### config.mk
export PLATFORM = sky130hd
export DESIGN_NAME = spi_dac_generator_flat
export DESIGN_NICKNAME = d
export VERILOG_FILES = /design/src/rtl/spi_dac_pkg.sv /design/src/rtl/spi_dac_generator_if.sv /design/src/rtl/dac_spi_tx.sv /design/src/rtl/spi_dac_generator.sv /design/src/flat_wrapper.sv
export SDC_FILE = /design/constraint.sdc
export NUM_CORES = 1
export LEC_CHECK = 0
export ABC_AREA = 0
export BUFFER_PORTS_ARGS = -buffer_cell sky130_fd_sc_hd__buf_2
export CORE_UTILIZATION = 55
export CTS_BUF_LIST = sky130_fd_sc_hd__clkbuf_8
export DETAILED_ROUTE_END_ITERATION = 16
export PLACE_DENSITY = 0.69
export SYNTH_ARGS = -nofsm -noshare
export SYNTH_HDL_FRONTEND = slang
export SYNTH_SLANG_ARGS = --single-unit
### constraint.sdc
create_clock -name clk -period 2.24 [get_ports clk]
set_clock_uncertainty 0.2 [all_clocks]
set_input_delay 0.448 -clock clk [delete_from_list [all_inputs] [get_ports clk]]
set_output_delay 0.448 -clock clk [all_outputs]
set_load 0.1 [all_outputs]
### src/rtl/spi_dac_pkg.sv
// Shared types and constants for the SPI sawtooth DAC generator.
package spi_dac_pkg;

    localparam int unsigned FRAME_W = 32;
    localparam int unsigned DATA_W  = 12;

    localparam logic [3:0] CMD_DEF  = 4'b0011;
    localparam logic [3:0] ADDR_DEF = 4'b1111;

    typedef enum logic [1:0] {
        IDLE,
        LOAD,
        SHIFT,
        GAP
    } state_t;

    typedef struct packed {
        logic [7:0]        pad;
        logic [3:0]        cmd;
        logic [3:0]        addr;
        logic [DATA_W-1:0] data;
        logic [3:0]        tail;
    } frame_t;

    // Build one write-and-update frame around a sample.
    function automatic frame_t make_frame(input logic [3:0] cmd, input logic [3:0] addr,
                                          input logic [DATA_W-1:0] data);
        frame_t f;
        f.pad  = 8'h00;
        f.cmd  = cmd;
        f.addr = addr;
        f.data = data;
        f.tail = 4'h0;
        return f;
    endfunction

endpackage

### src/rtl/spi_dac_generator_if.sv
// Board-side DAC pin bundle plus scope/LA debug copies.
interface spi_dac_if;

    logic spi_mosi;
    logic dac_cs;
    logic dac_clr;
    logic spi_sck;
    logic cs_test;
    logic clk_test;

    modport master (
        output spi_mosi,
        output dac_cs,
        output dac_clr,
        output spi_sck,
        output cs_test,
        output clk_test
    );

    modport slave (
        input spi_mosi,
        input dac_cs,
        input dac_clr,
        input spi_sck,
        input cs_test,
        input clk_test
    );

endinterface

### src/rtl/dac_spi_tx.sv
// SPI frame serialiser: loads a word on start and shifts it out MSB first,
// SCK idles low, MOSI changes only on falling SCK.
module dac_spi_tx
    import spi_dac_pkg::*;
#(
    parameter int unsigned N = 8
) (
    input  logic               clk,
    input  logic               rst,
    input  logic               start,
    input  logic [FRAME_W-1:0] word,
    output logic               sck,
    output logic               mosi,
    output logic               cs,
    output logic               done_c
);

    localparam int unsigned HC_W  = (N > 1) ? $clog2(N) : 1;
    localparam int unsigned BIT_W = $clog2(FRAME_W);

    logic [HC_W-1:0]    hcnt;
    logic [BIT_W-1:0]   bit_idx;
    logic [FRAME_W-2:0] shreg;
    logic               half_end;
    logic               last_bit;

    assign half_end = (hcnt == HC_W'(N - 1));
    assign last_bit = (bit_idx == BIT_W'(FRAME_W - 1));
    // High in the cycle whose closing edge drops SCK for the last time.
    assign done_c   = !cs && sck && half_end && last_bit;

    always_ff @(posedge clk or negedge rst) begin
        if (!rst) begin
            sck     <= 1'b0;
            mosi    <= 1'b0;
            cs      <= 1'b1;
            hcnt    <= '0;
            bit_idx <= '0;
            shreg   <= '0;
        end else if (start) begin
            cs      <= 1'b0;
            sck     <= 1'b0;
            mosi    <= word[FRAME_W-1];
            shreg   <= word[FRAME_W-2:0];
            hcnt    <= '0;
            bit_idx <= '0;
        end else if (!cs) begin
            if (half_end) begin
                hcnt <= '0;
                if (!sck) begin
                    sck <= 1'b1;
                end else begin
                    sck <= 1'b0;
                    if (last_bit) begin
                        cs   <= 1'b1;
                        mosi <= 1'b0;
                    end else begin
                        bit_idx <= bit_idx + 1'b1;
                        mosi    <= shreg[FRAME_W-2];
                        shreg   <= {shreg[FRAME_W-3:0], 1'b0};
                    end
                end
            end else begin
                hcnt <= hcnt + 1'b1;
            end
        end
    end

endmodule

### src/rtl/spi_dac_generator.sv
// Free-running sawtooth generator: one 32-bit DAC frame per sample, then
// a fixed gap, with the sample advancing by STEP each frame.
module spi_dac_generator
    import spi_dac_pkg::*;
#(
    parameter int unsigned       N    = 8,
    parameter logic [DATA_W-1:0] STEP = 12'd1,
    parameter logic [3:0]        CMD  = CMD_DEF,
    parameter logic [3:0]        ADDR = ADDR_DEF
) (
    input  logic      clk,
    input  logic      rst,
    spi_dac_if.master dac
);

    // GAP covers 2N-1 cycles; the LOAD cycle completes the 2N-cycle CS-high window.
    localparam int unsigned GAP_CYC = 2 * N - 1;
    localparam int unsigned GAP_W   = (GAP_CYC > 1) ? $clog2(GAP_CYC) : 1;

    state_t            state;
    state_t            state_nxt;
    logic [GAP_W-1:0]  gap_cnt;
    logic [DATA_W-1:0] sample;
    logic              clr_q;
    logic              gap_last_c;
    logic              start_c;
    logic              adv_c;
    logic              done_c;
    logic              sck;
    logic              mosi;
    logic              cs;
    frame_t            word_c;

    assign gap_last_c = (gap_cnt == GAP_W'(GAP_CYC - 1));
    assign word_c     = make_frame(CMD, ADDR, sample);

    always_ff @(posedge clk or negedge rst) begin
        if (!rst) begin
            state <= IDLE;
        end else begin
            state <= state_nxt;
        end
    end

    always_comb begin
        state_nxt = state;
        case (state)
            IDLE:    state_nxt = LOAD;
            LOAD:    state_nxt = SHIFT;
            SHIFT:   if (done_c) state_nxt = GAP;
            GAP:     if (gap_last_c) state_nxt = LOAD;
            default: state_nxt = IDLE;
        endcase
    end

    always_comb begin
        start_c = 1'b0;
        adv_c   = 1'b0;
        case (state)
            LOAD:    start_c = 1'b1;
            GAP:     adv_c   = gap_last_c;
            default: ;
        endcase
    end

    // Sample counter, gap timer and the DAC clear release.
    always_ff @(posedge clk or negedge rst) begin
        if (!rst) begin
            gap_cnt <= '0;
            sample  <= '0;
            clr_q   <= 1'b0;
        end else begin
            clr_q <= 1'b1;
            if (state == GAP) begin
                gap_cnt <= gap_cnt + 1'b1;
            end else begin
                gap_cnt <= '0;
            end
            if (adv_c) begin
                sample <= sample + STEP;
            end
        end
    end

    dac_spi_tx #(
        .N (N)
    ) u_tx (
        .clk    (clk),
        .rst    (rst),
        .start  (start_c),
        .word   (word_c),
        .sck    (sck),
        .mosi   (mosi),
        .cs     (cs),
        .done_c (done_c)
    );

    assign dac.spi_mosi = mosi;
    assign dac.dac_cs   = cs;
    assign dac.dac_clr  = clr_q;
    assign dac.spi_sck  = sck;
    assign dac.cs_test  = cs;
    assign dac.clk_test = sck;

endmodule

### src/flat_wrapper.sv
// flat-port wrapper written by rule: the top's interface ports become plain ports
module spi_dac_generator_flat import spi_dac_pkg::*;
#(
    parameter int unsigned       N    = 8,
    parameter logic [DATA_W-1:0] STEP = 12'd1,
    parameter logic [3:0]        CMD  = CMD_DEF,
    parameter logic [3:0]        ADDR = ADDR_DEF
)
  (clk, rst, dac_spi_mosi, dac_dac_cs, dac_dac_clr, dac_spi_sck, dac_cs_test, dac_clk_test);
  spi_dac_if dac_i ();
  input  logic clk;
  input  logic rst;
  output wire logic [$bits(dac_i.spi_mosi)-1:0] dac_spi_mosi;
  output wire logic [$bits(dac_i.dac_cs)-1:0] dac_dac_cs;
  output wire logic [$bits(dac_i.dac_clr)-1:0] dac_dac_clr;
  output wire logic [$bits(dac_i.spi_sck)-1:0] dac_spi_sck;
  output wire logic [$bits(dac_i.cs_test)-1:0] dac_cs_test;
  output wire logic [$bits(dac_i.clk_test)-1:0] dac_clk_test;
  assign dac_spi_mosi = dac_i.spi_mosi;
  assign dac_dac_cs = dac_i.dac_cs;
  assign dac_dac_clr = dac_i.dac_clr;
  assign dac_spi_sck = dac_i.spi_sck;
  assign dac_cs_test = dac_i.cs_test;
  assign dac_clk_test = dac_i.clk_test;
  spi_dac_generator #(.N(N), .STEP(STEP), .CMD(CMD), .ADDR(ADDR)) u_core (.clk(clk), .rst(rst), .dac(dac_i));
endmodule
## Word-level counts from Yosys, hierarchy flattened

Index checks and enable logic that the tools add are counted.

- ROM bits: 0
- Bits of input ports: 2
- Latch bits: 0
- Memories kept: 0
- Memory bits (writable): 0
- Register bits: 61
- Output and inout port bits: 6

- Order comparisons: 0
- Reduce and logical (&&, ||, !) cells: 11
- Divide/modulo/power cells: 0
- Shifts and indexed selects: 0
- Equal/unequal tests: 10
- Bitwise gates (word level): 0
- Add/subtract/negate cells: 4
- Multipliers: 0
- Muxes and demuxes: 33

Operator list:

| operator | number |
|---|---|
| two-way mux 31 bit | 5 |
| two-way mux 5 bit | 5 |
| two-way mux 1 bit | 16 |
| adder 12 x 1 -> 12 bit, second input constant | 1 |
| two-way mux 3 bit | 3 |
| != test 2 x 1 -> 1 bit, second input constant | 4 |
| one-hot mux 2 bit (4 select lines) | 1 |
| adder 5 x 1 -> 5 bit, second input constant | 1 |
| equality test 5 bit, second input constant | 1 |
| adder 4 x 1 -> 4 bit, second input constant | 1 |
| equality test 2 bit, second input constant | 2 |
| equality test 4 bit, second input constant | 1 |
| two-way mux 2 bit | 2 |
| two-way mux 4 bit | 1 |
| AND reduction 2 bit | 2 |
| AND reduction 4 bit | 1 |
| nonzero test 2 bit | 2 |
| adder 3 x 1 -> 3 bit, second input constant | 1 |
| equality test 3 bit, second input constant | 1 |
| logical AND 1 bit | 3 |
| AND reduction 3 bit | 1 |
| equality test 2 x 1 -> 1 bit, second input constant | 1 |
| logical NOT 2 bit | 1 |
| logical NOT 1 bit | 1 |

## Depth between registers and ports, before layout

- Depth after elaboration: 6
- Depth in mapped cells: 8
- Depth with buffers taken out: 6

## By module

A second synthesis with hierarchy kept.

- Cells, all modules: 261
- Area, all modules: 2901.5 µm²

By module, submodules not included:

| module | instances | cells each | area an instance (µm²) |
|---|---|---|---|
| dac_spi_tx | 1 | 186 | 1975.6 |
| spi_dac_generator | 1 | 75 | 925.9 |

## Worst setup path after synthesis

Ideal clock, no wire load.

- Path kind: register -> register
- Start point: register u_core.u_tx.sck
- End point: register u_core.u_tx.shreg[10]
- Path slack: 0.151 ns
- Library setup time: 0.132 ns
- Data required time: 1.908 ns
- Data arrival time: 1.757 ns
- Cell stages (with the launch flop): 5
- Period minus slack after synthesis: 2.089 ns
- Cells stage by stage: dfrtp_1 -> and4bb_1 -> buf_4 -> mux2i_1 -> o21ai_1

- Longest elaborated chain between the ends: 2

Ends and longest elaborated chain:

| item | RTL line | RTL |
|---|---|---|
| start, declared | dac_spi_tx.sv:12 | `output logic sck,` |
| start signal, assigned | dac_spi_tx.sv:34 | `sck <= 1'b0;` |
| start signal, assigned | dac_spi_tx.sv:42 | `sck <= 1'b0;` |
| start signal, assigned | dac_spi_tx.sv:51 | `sck <= 1'b1;` |
| nonzero test 2 bit (no line) | n/a |  |
| AND reduction 4 bit (no line) | n/a |  |
| end signal, assigned | dac_spi_tx.sv:44 | `shreg <= word[FRAME_W-2:0];` |
| end signal, assigned | dac_spi_tx.sv:60 | `shreg <= {shreg[FRAME_W-3:0], 1'b0};` |
| end, declared | dac_spi_tx.sv:23 | `logic [FRAME_W-2:0] shreg;` |

No other way between the ends.
A chain may end at the register's enable or synchronous reset.

## Worst setup path in the final report

- Start point: register u_core.u_tx.bit_idx[1]
- End point: register u_core.u_tx.shreg[8]

- Longest elaborated chain between the ends: 3

Ends and longest elaborated chain:

| item | RTL line | RTL |
|---|---|---|
| start, declared | dac_spi_tx.sv:22 | `logic [BIT_W-1:0] bit_idx;` |
| start signal, assigned | dac_spi_tx.sv:58 | `bit_idx <= bit_idx + 1'b1;` |
| equality test 5 bit | dac_spi_tx.sv:28 | `assign last_bit = (bit_idx == BIT_W'(FRAME_W - 1));` |
| != test 2 x 1 -> 1 bit (no line) | n/a |  |
| AND reduction 4 bit (no line) | n/a |  |

No other way between the ends.

==> key figures <==
Yosys
  – Syn Nets: 262
  – Top FF cell, synth: dfrtp_1
  – Cell count after synthesis: 249
  – Synth Warn #: 0
  – Synth top area share: 0.5374
  – Top cells by area, synth: dfrtp_1 54%, nand2_1 7.8%, mux2i_1 5.4%
  – Avg Cell Area, Syn: 10.47 µm²
  – Synth cell types: 34
  – Cell area after synthesis: 0.002608 mm²
  – Flops & latches, synth: 57
  – Largest area contributor in the netlist: dfrtp_1
  – Number of synthesized flops with an enable pin: 0
  – Asr flop ratio synth: 1.000
  – Seq/Total Area, Yosys: 0.5475

Floorplan
  – DIE WIDTH: 70.86 µm
  – Die footprint: 0.005020 mm²
  – Die Height: 70.86 µm
  – Number of cell rows: 24
  – IO Pins: 8
  – Initial Utilization: 0.5867
  – Core Region: 0.004444 mm²

Detailed routing
  – Met3 wire length: 88 µm
  – TritonRoute pass-1 iters: 4
  – Post-DRT Antenna Nets: 0
  – DRC viols: 0
  – 1st-iter DRT viols: 119
  – Uppermost routed layer: met4
  – Routed met2 length: 1796 µm
  – Routed wire length: 4131 µm
  – Wire per inst: 12.99 µm
  – Via-to-Cell Ratio: 5.362
  – Via count: 1,705
  – Routed metal-1 wirelength: 2134 µm

Cells and area
  – Fin nets: 276
  – Fin util: 0.6588
  – Ant. Diodes: 0
  – Layout area overhead: 12.28%
  – Most common cell after layout, fill and taps aside: dfrtp_1
  – Layout cells sized above 1: 0.1128
  – Cell Count, Final, Fillers Out: 318
  – Most frequent cells in the layout: 56 x dfrtp_1, 54 x nand2_1, 16 x a21oi_1, 14 x mux2i_1

CTS
  – Root buffer cell: clkbuf_8
  – Clock buffer count from CTS: 9
  – Clock Path Buffers: 2
  – H-tree levels: 3
  – Clock sink count: 57
  – CTS tree: yes
  – CTS clock-pin slew for the worst setup and hold paths: 60 ps
  – Worst-Skew Late Latency: 330 ps

Critical path
  – Reg-to-Reg End: u_core.u_tx.shreg[8]
  – Crit. End Element: flop
  – CP max stage cell: dfrtp_1
  – Arrival @ worst endpoint: 2140 ps
  – Crit path top cell by count: ha_1
  – Worst path cell trace: ha_1 -> and3_1 -> ha_1 -> and4bb_2 -> buf_12 -> mux2i_1 -> o21ai_1
  – WS Path Type: reg -> reg
  – Crit Path Max Fanout: 15
  – Reg2Reg Setup Slack: 110 ps
  – Worst Path Required: 2250 ps
  – CP Launch Type: flop
  – R2r worst-path depth: 7
  – R2r startpoint: u_core.u_tx.bit_idx[1]
  – CP peak stage delay: 390 ps

Job
  – Max Cap Violations: 0

Pwr
  – Clk pwr share: 0.428
  – Sw power: 0.3855 mW
  – P_int: 1.474 mW
  – Reg power frac: 0.555
  – Pwr dens: 635.1 mW/mm²
  – Comb power frac: 0.018
  – Leakage: 1.477 nW
  – Sw Share: 0.2073
  – Max VDD drop: 0.3694 mV

Place
  – GPL Wtd Cong: 0.7192
  – Placed instance count: 301
  – # port buffers: 7
  – Dpl hpwl: 2553 µm

Global route
  – Final global-route overflow total: 0
  – Total track usage: 0.1907
  – Pin count of the biggest net entering global routing: 58
  – First-pass GRT wire length: 7238 µm
  – Initial antenna violation count: 0
  – Vias in the first global route: 1,640

STA
  – Slew Limit Fails: 0
  – Hold slack final: 270.5 ps
  – Post-route setup TNS: 0 ps
  – # setup viols final: 0
  – Fin crit share: 0.9526
  – Min cycle time layout: 2134 ps
  – Fmax: 468.6 MHz
  – Final Hold Viols: 0

Min path
  – Hold Crit Depth: 1
  – Hold Path Class: reg -> reg
  – Min-delay src: u_core.sample[11]
  – Endpoint, Worst Hold: u_core.sample[11]

Outcome
  – Status: finished, final reports clean
-- timing repair --
| item | in CTS | in global routing |
|---|---|---|
| gates resized for setup | 0 | 4 |
| setup buffers | 0 | 1 |
| endpoints found under the hold margin | 56 | 0 |
| endpoints found under the setup margin | 0 | 9 |
| hold buffers | 1 | 0 |
-- stage by stage --
step	power [mW]	cell area, µm²	setup slack, ps
5_1_grt	1.924	2928	-2.129
6_report	1.860	2928	106.2
3_5_place_dp	1.083	2703	102.2
4_1_cts	1.878	2875	82.10
2_1_floorplan	1.057	2608	151.0
3_3_place_gp	1.083	2703	133.3
-- worst max-delay path: cells and delay by family (launching register included) --
kind,cells,cell delay [ps]
adders and majority gates,2,440
buffers and inverters,1,170
and+or+nand+nor,2,540
DFF,1,390
AOI/OAI and AO/OA,1,70
muxes,1,200
-- Yosys cell counts, types with 4 or more instances --
cell and instances:
dfrtp_1 56, nand2_1 54, a21oi_1 16, mux2i_1 14
ha_1 11, o21ai_1 11, clkbuf_1 8, xnor2_1 8
nor2_1 7, xor2_1 7, inv_1 6, nand3b_1 6
nand3_1 5, nor4_1 5, nand4_1 4, o21ai_0 4
-- power groups by stage --
stage	Sequential [mW]	Combinational, mW	Clock (mW)
finish	1.03	0.0331	0.795
global route	1.03	0.0380	0.855
CTS	1.03	0.0348	0.812
detailed placement	1.05	0.0335	0
global placement	1.05	0.0335	0
floorplan	1.06	0.000146	0
-- per-layer routing --
| metal | global-route usage | up-vias |
|---|---|---|
| li1 | - | 868 |
| met1 | 0.2550 | 807 |
| met2 | 0.2810 | 19 |
| met3 | 0.05556 | 11 |
| met4 | 0.1067 | 0 |
| met5 | 0 | - |
-- final cells by class --
type | count | area [µm²]
clock buffer | 11 | 151.4
sequential | 57 | 1428
tap | 52 | 65.06
timing repair buffer | 16 | 151.4
clock inverter | 3 | 11.26
multi-input combinational | 173 | 1099
fill | 362 | 1516
inverter | 6 | 22.52
-- state kept, by name, indices dropped and copies added, names as in the netlist --
name / flops
u_core.u_tx.hcnt: 3
u_core.u_tx.sck: 1
u_core.u_tx.cs: 1
u_core.gap_cnt: 4
u_core.state: 2
u_core.u_tx.bit_idx: 5
u_core.u_tx.shreg: 27
u_core.dac.dac_clr: 1
u_core.sample: 12
u_core.u_tx.mosi: 1
-- worst max path at each step --
| stage | from | endpoint | slack [ps] | cells past startpoint |
|---|---|---|---|---|
| CTS | u_core.u_tx.bit_idx[1] | u_core.u_tx.shreg[8] | 80 | 7 |
| floorplan | u_core.u_tx.sck | u_core.u_tx.shreg[10] | 150 | 4 |
| global placement | u_core.u_tx.bit_idx[1] | u_core.u_tx.shreg[13] | 130 | 7 |
| global route | u_core.u_tx.bit_idx[1] | u_core.u_tx.shreg[8] | -2 | 7 |
| detailed placement | u_core.u_tx.bit_idx[1] | u_core.u_tx.shreg[8] | 100 | 7 |
| finish | u_core.u_tx.bit_idx[1] | u_core.u_tx.shreg[8] | 110 | 7 |
-- cell families (layout without fill, tap and decap cells) --
kind of cell / count (synthesis) / in the layout / synth area share
compound gates: 33 / 33 / 0.06478
xor+xnor: 15 / 15 / 0.05039
fa+ha+maj: 11 / 11 / 0.05278
buf+inv: 19 / 36 / 0.03743
flops: 57 / 57 / 0.5475
mux: 14 / 14 / 0.05374
other cells: 1 / 1 / 0.001438
simple gates: 99 / 99 / 0.1919
Note: power is estimated with default switching activity, not from simulation.
